## config.mk

```make
export PLATFORM = sky130hd
export DESIGN_NAME = multicycle_control
export DESIGN_NICKNAME = d
export VERILOG_FILES = /design/src/rtl/multicycle_control.sv
export SDC_FILE = /design/constraint.sdc
export NUM_CORES = 1
export LEC_CHECK = 0
export ABC_AREA = 1
export CORE_UTILIZATION = 40
export DETAILED_ROUTE_END_ITERATION = 10
export MAX_ROUTING_LAYER = met4
export PLACE_DENSITY = 0.78
export SKIP_LAST_GASP = 1
export SYNTH_ARGS = -nofsm -noshare
export SYNTH_HDL_FRONTEND = slang
export SYNTH_SLANG_ARGS = --single-unit
```

## constraint.sdc

```tcl
create_clock -name clk -period 1.64 [get_ports clk]
set_input_delay 0.328 -clock clk [delete_from_list [all_inputs] [get_ports clk]]
set_output_delay 0.328 -clock clk [all_outputs]
set_load 0.02 [all_outputs]
```

## src/rtl/multicycle_control.sv

```systemverilog
// rtl/multicycle_control.sv - multi-cycle main control FSM for the 16-bit CPU
// Optional feature: define MC_JUMP_EN to decode opcode 0111 as a jump.
module multicycle_control #(
  parameter int MEM_TIMEOUT = 15
) (
  input  logic       clk,
  input  logic       reset,
  input  logic [3:0] opcode,
  input  logic [1:0] funct,
  input  logic       mem_ready,
  output logic       pc_write,
  output logic       pc_write_cond,
  output logic       ir_write,
  output logic       i_or_d,
  output logic       mem_read,
  output logic       mem_write,
  output logic       mem_to_reg,
  output logic       reg_dst,
  output logic       reg_write,
  output logic       alu_src_a,
  output logic [1:0] alu_src_b,
  output logic [1:0] alu_op,
  output logic [1:0] pc_source,
  output logic [3:0] state,
  output logic       illegal_op,
  output logic       mem_fault
);

  typedef enum logic [3:0] {
    S_FETCH   = 4'd0,
    S_DECODE  = 4'd1,
    S_MEMADR  = 4'd2,
    S_MEMRD   = 4'd3,
    S_MEMWB   = 4'd4,
    S_MEMWR   = 4'd5,
    S_REX     = 4'd6,
    S_IEX     = 4'd7,
    S_ALUWB_R = 4'd8,
    S_ALUWB_I = 4'd9,
    S_BRANCH  = 4'd10,
`ifdef MC_JUMP_EN
    S_JUMP    = 4'd11,
`endif
    S_FAULT   = 4'd15
  } state_t;

  localparam logic [3:0] TIMEOUT_LAST = 4'(MEM_TIMEOUT - 1);

  state_t     cur;
  state_t     nxt;
  logic [3:0] wait_cnt;
  logic       fault_q;
  logic       store_q;
  logic       in_mem;
  logic       timeout;
  logic       op_illegal;
  logic       unused_funct;

  assign unused_funct = ^funct;
  assign state        = cur;
  assign mem_fault    = fault_q;
  assign in_mem       = (cur == S_FETCH) || (cur == S_MEMRD) || (cur == S_MEMWR);
  assign timeout      = (wait_cnt == TIMEOUT_LAST);

  // The wait counter restarts whenever the state changes, so each memory state gets a fresh budget.
  always_ff @(posedge clk) begin
    if (reset) begin
      cur      <= S_FETCH;
      wait_cnt <= 4'd0;
      fault_q  <= 1'b0;
      store_q  <= 1'b0;
    end else begin
      cur <= nxt;
      if (nxt != cur)
        wait_cnt <= 4'd0;
      else if (in_mem && !mem_ready)
        wait_cnt <= wait_cnt + 4'd1;
      if (nxt == S_FAULT)
        fault_q <= 1'b1;
      if (cur == S_DECODE)
        store_q <= (opcode == 4'b0101);
    end
  end

  always_comb begin
    nxt        = S_FETCH;
    op_illegal = 1'b0;
    case (cur)
      S_FETCH: begin
        if (mem_ready)    nxt = S_DECODE;
        else if (timeout) nxt = S_FAULT;
        else              nxt = S_FETCH;
      end
      S_DECODE: begin
        case (opcode)
          4'b0000, 4'b0001:         nxt = S_REX;
          4'b0010, 4'b1001,
          4'b1010, 4'b1011:         nxt = S_IEX;
          4'b0100, 4'b0101:         nxt = S_MEMADR;
          4'b0110:                  nxt = S_BRANCH;
`ifdef MC_JUMP_EN
          4'b0111:                  nxt = S_JUMP;
`endif
          default: begin
            nxt        = S_FETCH;
            op_illegal = 1'b1;
          end
        endcase
      end
      S_MEMADR: nxt = store_q ? S_MEMWR : S_MEMRD;
      S_MEMRD: begin
        if (mem_ready)    nxt = S_MEMWB;
        else if (timeout) nxt = S_FAULT;
        else              nxt = S_MEMRD;
      end
      S_MEMWR: begin
        if (mem_ready)    nxt = S_FETCH;
        else if (timeout) nxt = S_FAULT;
        else              nxt = S_MEMWR;
      end
      S_REX:   nxt = S_ALUWB_R;
      S_IEX:   nxt = S_ALUWB_I;
      S_FAULT: nxt = S_FAULT;
      default: nxt = S_FETCH;
    endcase
  end

  // Strobes are forced low in the reset cycle so an aborted access never writes.
  always_comb begin
    pc_write      = 1'b0;
    pc_write_cond = 1'b0;
    ir_write      = 1'b0;
    i_or_d        = 1'b0;
    mem_read      = 1'b0;
    mem_write     = 1'b0;
    mem_to_reg    = 1'b0;
    reg_dst       = 1'b0;
    reg_write     = 1'b0;
    alu_src_a     = 1'b0;
    alu_src_b     = 2'b00;
    alu_op        = 2'b00;
    pc_source     = 2'b00;
    illegal_op    = 1'b0;
    if (!reset) begin
      case (cur)
        S_FETCH: begin
          mem_read  = 1'b1;
          alu_src_b = 2'b01;
          ir_write  = mem_ready;
          pc_write  = mem_ready;
        end
        S_DECODE: begin
          alu_src_b  = 2'b11;
          illegal_op = op_illegal;
        end
        S_MEMADR: begin
          alu_src_a = 1'b1;
          alu_src_b = 2'b10;
        end
        S_MEMRD: begin
          mem_read = 1'b1;
          i_or_d   = 1'b1;
        end
        S_MEMWB: begin
          reg_write  = 1'b1;
          mem_to_reg = 1'b1;
        end
        S_MEMWR: begin
          mem_write = 1'b1;
          i_or_d    = 1'b1;
        end
        S_REX: begin
          alu_src_a = 1'b1;
          alu_op    = 2'b10;
        end
        S_IEX: begin
          alu_src_a = 1'b1;
          alu_src_b = 2'b10;
          alu_op    = 2'b11;
        end
        S_ALUWB_R: begin
          reg_write = 1'b1;
          reg_dst   = 1'b1;
        end
        S_ALUWB_I: reg_write = 1'b1;
        S_BRANCH: begin
          alu_src_a     = 1'b1;
          alu_op        = 2'b01;
          pc_write_cond = 1'b1;
          pc_source     = 2'b01;
        end
`ifdef MC_JUMP_EN
        S_JUMP: begin
          pc_write  = 1'b1;
          pc_source = 2'b10;
        end
`endif
        default: ;
      endcase
    end
  end

endmodule

```

# Word-level counts from Yosys, hierarchy flattened

Cells that the tools add are included.

Input bits: 9
Logic and storage cells: 79
Output and inout port bits: 22
Flip-flop bits (word level): 10

Reductions and logical operators: 16
Add/subtract/negate cells: 1
Eq/ne operators: 22
Multiplexer cells: 36

Operator list:

| kind                | count |
|---|---|
| $eq 4x4->1 const B  | 9 |
| $pmux 4 s8          | 1 |
| $eq 4x3->1 const B  | 7 |
| $mux 4              | 6 |
| $mux 1              | 23 |
| $pmux 4 s4          | 1 |
| $eq 4x2->1 const B  | 3 |
| $pmux 2 s3          | 2 |
| $reduce_or 2->1     | 6 |
| $reduce_or 9->1     | 1 |
| $eq 4x1->1 const B  | 2 |
| $logic_not 4->1     | 2 |
| $reduce_or 4->1     | 2 |
| $add 4x1->4 const B | 1 |
| $mux 2              | 2 |
| $ne 4x4->1          | 1 |
| $mux 3              | 1 |
| $reduce_or 3->1     | 1 |
| $logic_or 1x1->1    | 2 |
| $logic_and 1x1->1   | 1 |
| $logic_not 1->1     | 1 |

# Depth between registers and ports, before layout

Word-level depth: 6
Mapped depth: 13
Depth with buffers taken out: 12

# Least setup slack after synthesis

No wires, ideal clock.

Path type: reg-to-output
Start: reg cur[2] (netlist: state[2])
End: out alu_src_b[1]
Slack: -0.378 ns
Data arrival time: 1.690 ns
Path buffers: 0
Data required time: 1.312 ns
Cell stages (with the launch flop): 5
Path through: dfxtp_1 -> nand2_1 -> nor3_1 -> nand2_1 -> o211ai_1

Cells in the longest elaborated chain, start to end: 4
Elaborated cells on any way between the ends: 7
Those cells by class: eq/ne (3); mux (2); reduce/logical (2)

Ends and longest elaborated chain:

| item                                            | line | text |
|---|---|---|
| from (decl)                                     | 49   | `state_t cur;` |
| from (signal assigned)                          | 73   | `cur <= nxt;` |
| $eq 4x3->1 / $eq 4x2->1 (equally long branches) | 145  | `case (cur)` |
| $reduce_or 2->1 (no source line)                | -    |  |
| $pmux 2 s3 (*)                                  | 145  |  |
| $mux 2 (*)                                      | 144  | `if (!reset) begin` |
| to (decl)                                       | 21   | `output logic [1:0] alu_src_b,` |

Every way passes the cells marked *; elsewhere a longest branch is shown, timed or not.

# Worst setup path after layout

Start: reg cur[2] (netlist: state[2])
End: reg wait_cnt[1]

Cells in the longest elaborated chain, start to end: 4
Elaborated cells on any way between the ends: 14
Those cells by class: eq/ne (8); mux (1); reduce/logical (5)

Ends and longest elaborated chain:

| item                                                                         | line   | text |
|---|---|---|
| $eq 4x4->1, or another cell as far along                                     | 88     | `case (cur)` |
| $pmux 4 s8 / $logic_or 1x1->1 (equally long branches)                        | 88, 62 |  |
| $ne 4x4->1 / $logic_or 1x1->1 (equally long branches)                        | 74, 62 |  |
| $reduce_or 2->1 (no source line) / $logic_and 1x1->1 (equally long branches) | -      |  |
| to (signal assigned)                                                         | 77     | `wait_cnt <= wait_cnt + 4'd1;` |
| to (decl)                                                                    | 51     | `logic [3:0] wait_cnt;` |

Several ways; a longest one is shown, not always the timed one.
A chain may end at the register's enable or synchronous reset.

==> summary.txt <==
Synthesis
  • Sequential fraction of the synthesis area: between 20% and 30%
  • Synthesized area per cell: 6.02 sq um
  • Post-Syn Area: ~960 sq um
  • Synth top area share: 20.8%
  • Post-synthesis cell count: 160
  • Syn_nets: 171
  • Area leader, netlist: dfxtp_1
  • Synth unique cells: 28
  • Ys Warns: 0
  • Synth Register Bits: 10
  • Leading post-synthesis cells by cell area: dfxtp_1 (21%), nand2_1 (15%), nor2_1 (9.4%)

Floorplanning
  • I/O Pins: 31
  • Die height: between 50 and 60 um
  • Starting Density: 43.1%
  • Die area: between 2000 and 3000 sq um
  • Row Count: 17
  • Core area: 2230 sq um
  • Horiz. Die Dim: 51.1 um

GRT
  • Initial antenna violation count: 0
  • Pin count of the biggest net entering global routing: 10
  • Global-route wire length before repair: 5090 um
  • GR Overflow Total: 0
  • Total GRT Usage: 26.6%
  • Vias in the first global route: 1219

Layout
  • Fillers: between 150 and 200
  • Layout Nets: 245
  • Most common cell after layout, fill and taps aside: buf_4
  • Non-filler instance count after layout: 261
  • Area Overhead vs Synth: 84.4%
  • Most frequent cells in the layout: buf_4 (52), nand2_1 (28), nor2_1 (15), nand2_2 (14), inv_1 (12)
  • Fraction of layout cells with a size suffix above 1: a little under three fifths
  • Ant diodes: 0
  • Layout Utilization: 79.6%

Power
  • Pwr Density: 592 nW/um^2
  • Leak: 0.932 nW
  • VDD IR max: about 0.66 mV

Clock tree
  • Hold-fix buffers, CTS: 0
  • CTS Buf Count: 3
  • H-tree Lvls: 1
  • Clk slew on worst S/H paths: 0.09 ns
  • Worst skew pair latency: 0.29 ns
  • Sink Count: 10
  • Root Buffer: clkbuf_4
  • Clock buffer depth: 2
  • CTS tree: yes

Run status
  • Violations in the final reports: negative setup slack
  • Status: finished, violations left

Setup path
  • Crit path launch type: flop
  • CP required: about 1.9 ns
  • Crit Path Category: flop to flop
  • Reg2reg start: state[2]
  • Worst reg2reg setup slack: -0.07 ns
  • CP Data Arrival Time: 1.94 ns
  • RR Endpoint: wait_cnt[1]
  • CP endpoint kind: flop
  • R2R cell count: 13
  • Critical-path maximum fanout: 7

Detailed routing
  • Number of remaining DRC errors: 0
  • Via/cell ratio: 5.04
  • Avg WL per Cell: 13.2 um
  • Detailed Route Iter0 Violations: 33
  • ANT nets after route: 0
  • Final WL: 3460 um
  • DR vias: between 1000 and 1500
  • Pre-antenna DRT Iters: 4

STA
  • Setup_tns: -0.419 ns
  • F_max: 0.584 GHz
  • Final setup viols: 9
  • Fin Clk Skew: 0.0132 ns
  • RSZ-0062 raised after global routing: yes
  • Final WS setup: -0.0721 ns
  • Min cycle time layout: 1.71 ns
  • Final hold violation count: 0
  • Fin crit share: 104%
  • Final Slew Violations: 0

Placement
  • HPWL after DPL: 2500 um
  • I/O Buffers: 27
  • Placed insts: 254
  • GP Congestion: approximately 0.96

Min path
  • Hold endpoint: state[3]
  • HP Class: input pin to flop
  • Hold path start: mem_ready
  • Hold path cells: 4

Flow run
  • Maxcap violations: 0
power by group:
| part | switching, mW | internal (mW) | total [mW] |
|---|---|---|---|
| sequential | 0.0269 | 0.259 | 0.286 |
| combinational | 0.287 | 0.236 | 0.523 |
| clock | 0.108 | 0.135 | 0.244 |
| total | 0.422 | 0.629 | 1.05 |
registers in the layout, summed over array words and instances, names as in the netlist:
signal	flops
state	4
wait_cnt	4
store_q	1
mem_fault	1
area by class of cell:
cell class	count	area (sq um)	share of cell area (%)
multi-input combinational	121	776	43.7
timing repair buffer	75	614	34.6
sequential	10	216	12.2
inverter	23	98.8	5.56
clock buffer	4	36.3	2.04
tap	28	35.0	1.97
per-stage QoR:
step	worst slack [ns]	hold WS [ns]	power [mW]	area, sq um
2_1_floorplan	-0.0818	0.489	0.536	1000
3_3_place_gp	-0.576	0.462	0.735	1600
3_5_place_dp	-0.645	0.475	0.748	1600
4_1_cts	-0.0811	0.495	0.962	1590
5_1_grt	-0.158	0.506	1.09	1780
6_report	-0.0721	0.481	1.05	1780
worst max-delay path: stages, from the launching register on:
cell     delay, ns
dfxtp_4       0.39
nor2_4        0.22
buf_12        0.15
nand2_4       0.06
buf_6         0.12
inv_4         0.05
nand2_2       0.07
nand2_2       0.10
nor2_4        0.05
nand3_1       0.06
nand2_1       0.07
nor2_2        0.11
nand2_2       0.10
nor2_2        0.12
cells by family (layout without fill, tap and decap cells):
kind of cell | count (synthesis) | in the layout | share of synthesized area [%]
AND/OR/NAND/NOR | 100 | 100 | 50.4
buffers and inverters | 29 | 102 | 13.2
AO/OA/AOI/OAI | 15 | 15 | 9.87
flip-flops | 10 | 10 | 20.8
XOR/XNOR | 3 | 3 | 2.73
adder cells (fa/ha/maj) | 2 | 2 | 2.60
other | 1 | 1 | 0.389
metal layers:
metal  part of all wire, %  vias to the layer above  GRT usage, %  wire [um]
met5                     0                        -             -          0
met1                    42                      604          30.3       1450
met3                   5.0                        6          4.46        174
li1                      -                      654             -          -
met4                   1.1                        0          5.09         39
met2                    52                       51          48.5       1800
worst max-delay path by stage:
| stage | cells after the start | slack, ns | start | to |
|---|---|---|---|---|
| finish | 13 | -0.07 | state[2] | wait_cnt[1] |
| global route | 13 | -0.16 | state[2] | wait_cnt[0] |
| CTS | 8 | -0.08 | state[1] | alu_src_b[1] |
| detailed placement | 4 | -0.65 | reset | reg_dst |
| global placement | 4 | -0.58 | reset | alu_op[0] |
| floorplan | 5 | -0.08 | state[0] | pc_write |
cell usage after synthesis (all sizes together):
master and number:
clkbuf 2, ha 2, nand4 2, nor2 30, inv 23, xor2 2, a31oi 2, nand3 13
nor3 7, conb 1, a31o 1, buf 4, o211ai 3, xnor2 1, nand2 47, a21oi 5
nor4 1, dfxtp 10, o31ai 1, o21ai 3
repair_timing:
action	CTS	global route
setup buffers	0	3
gates resized for setup	84	55
hold endpoints to repair	0	0
setup endpoints to repair	24	23
pin swaps	2	19
Note: power is estimated with default switching activity, not from simulation.
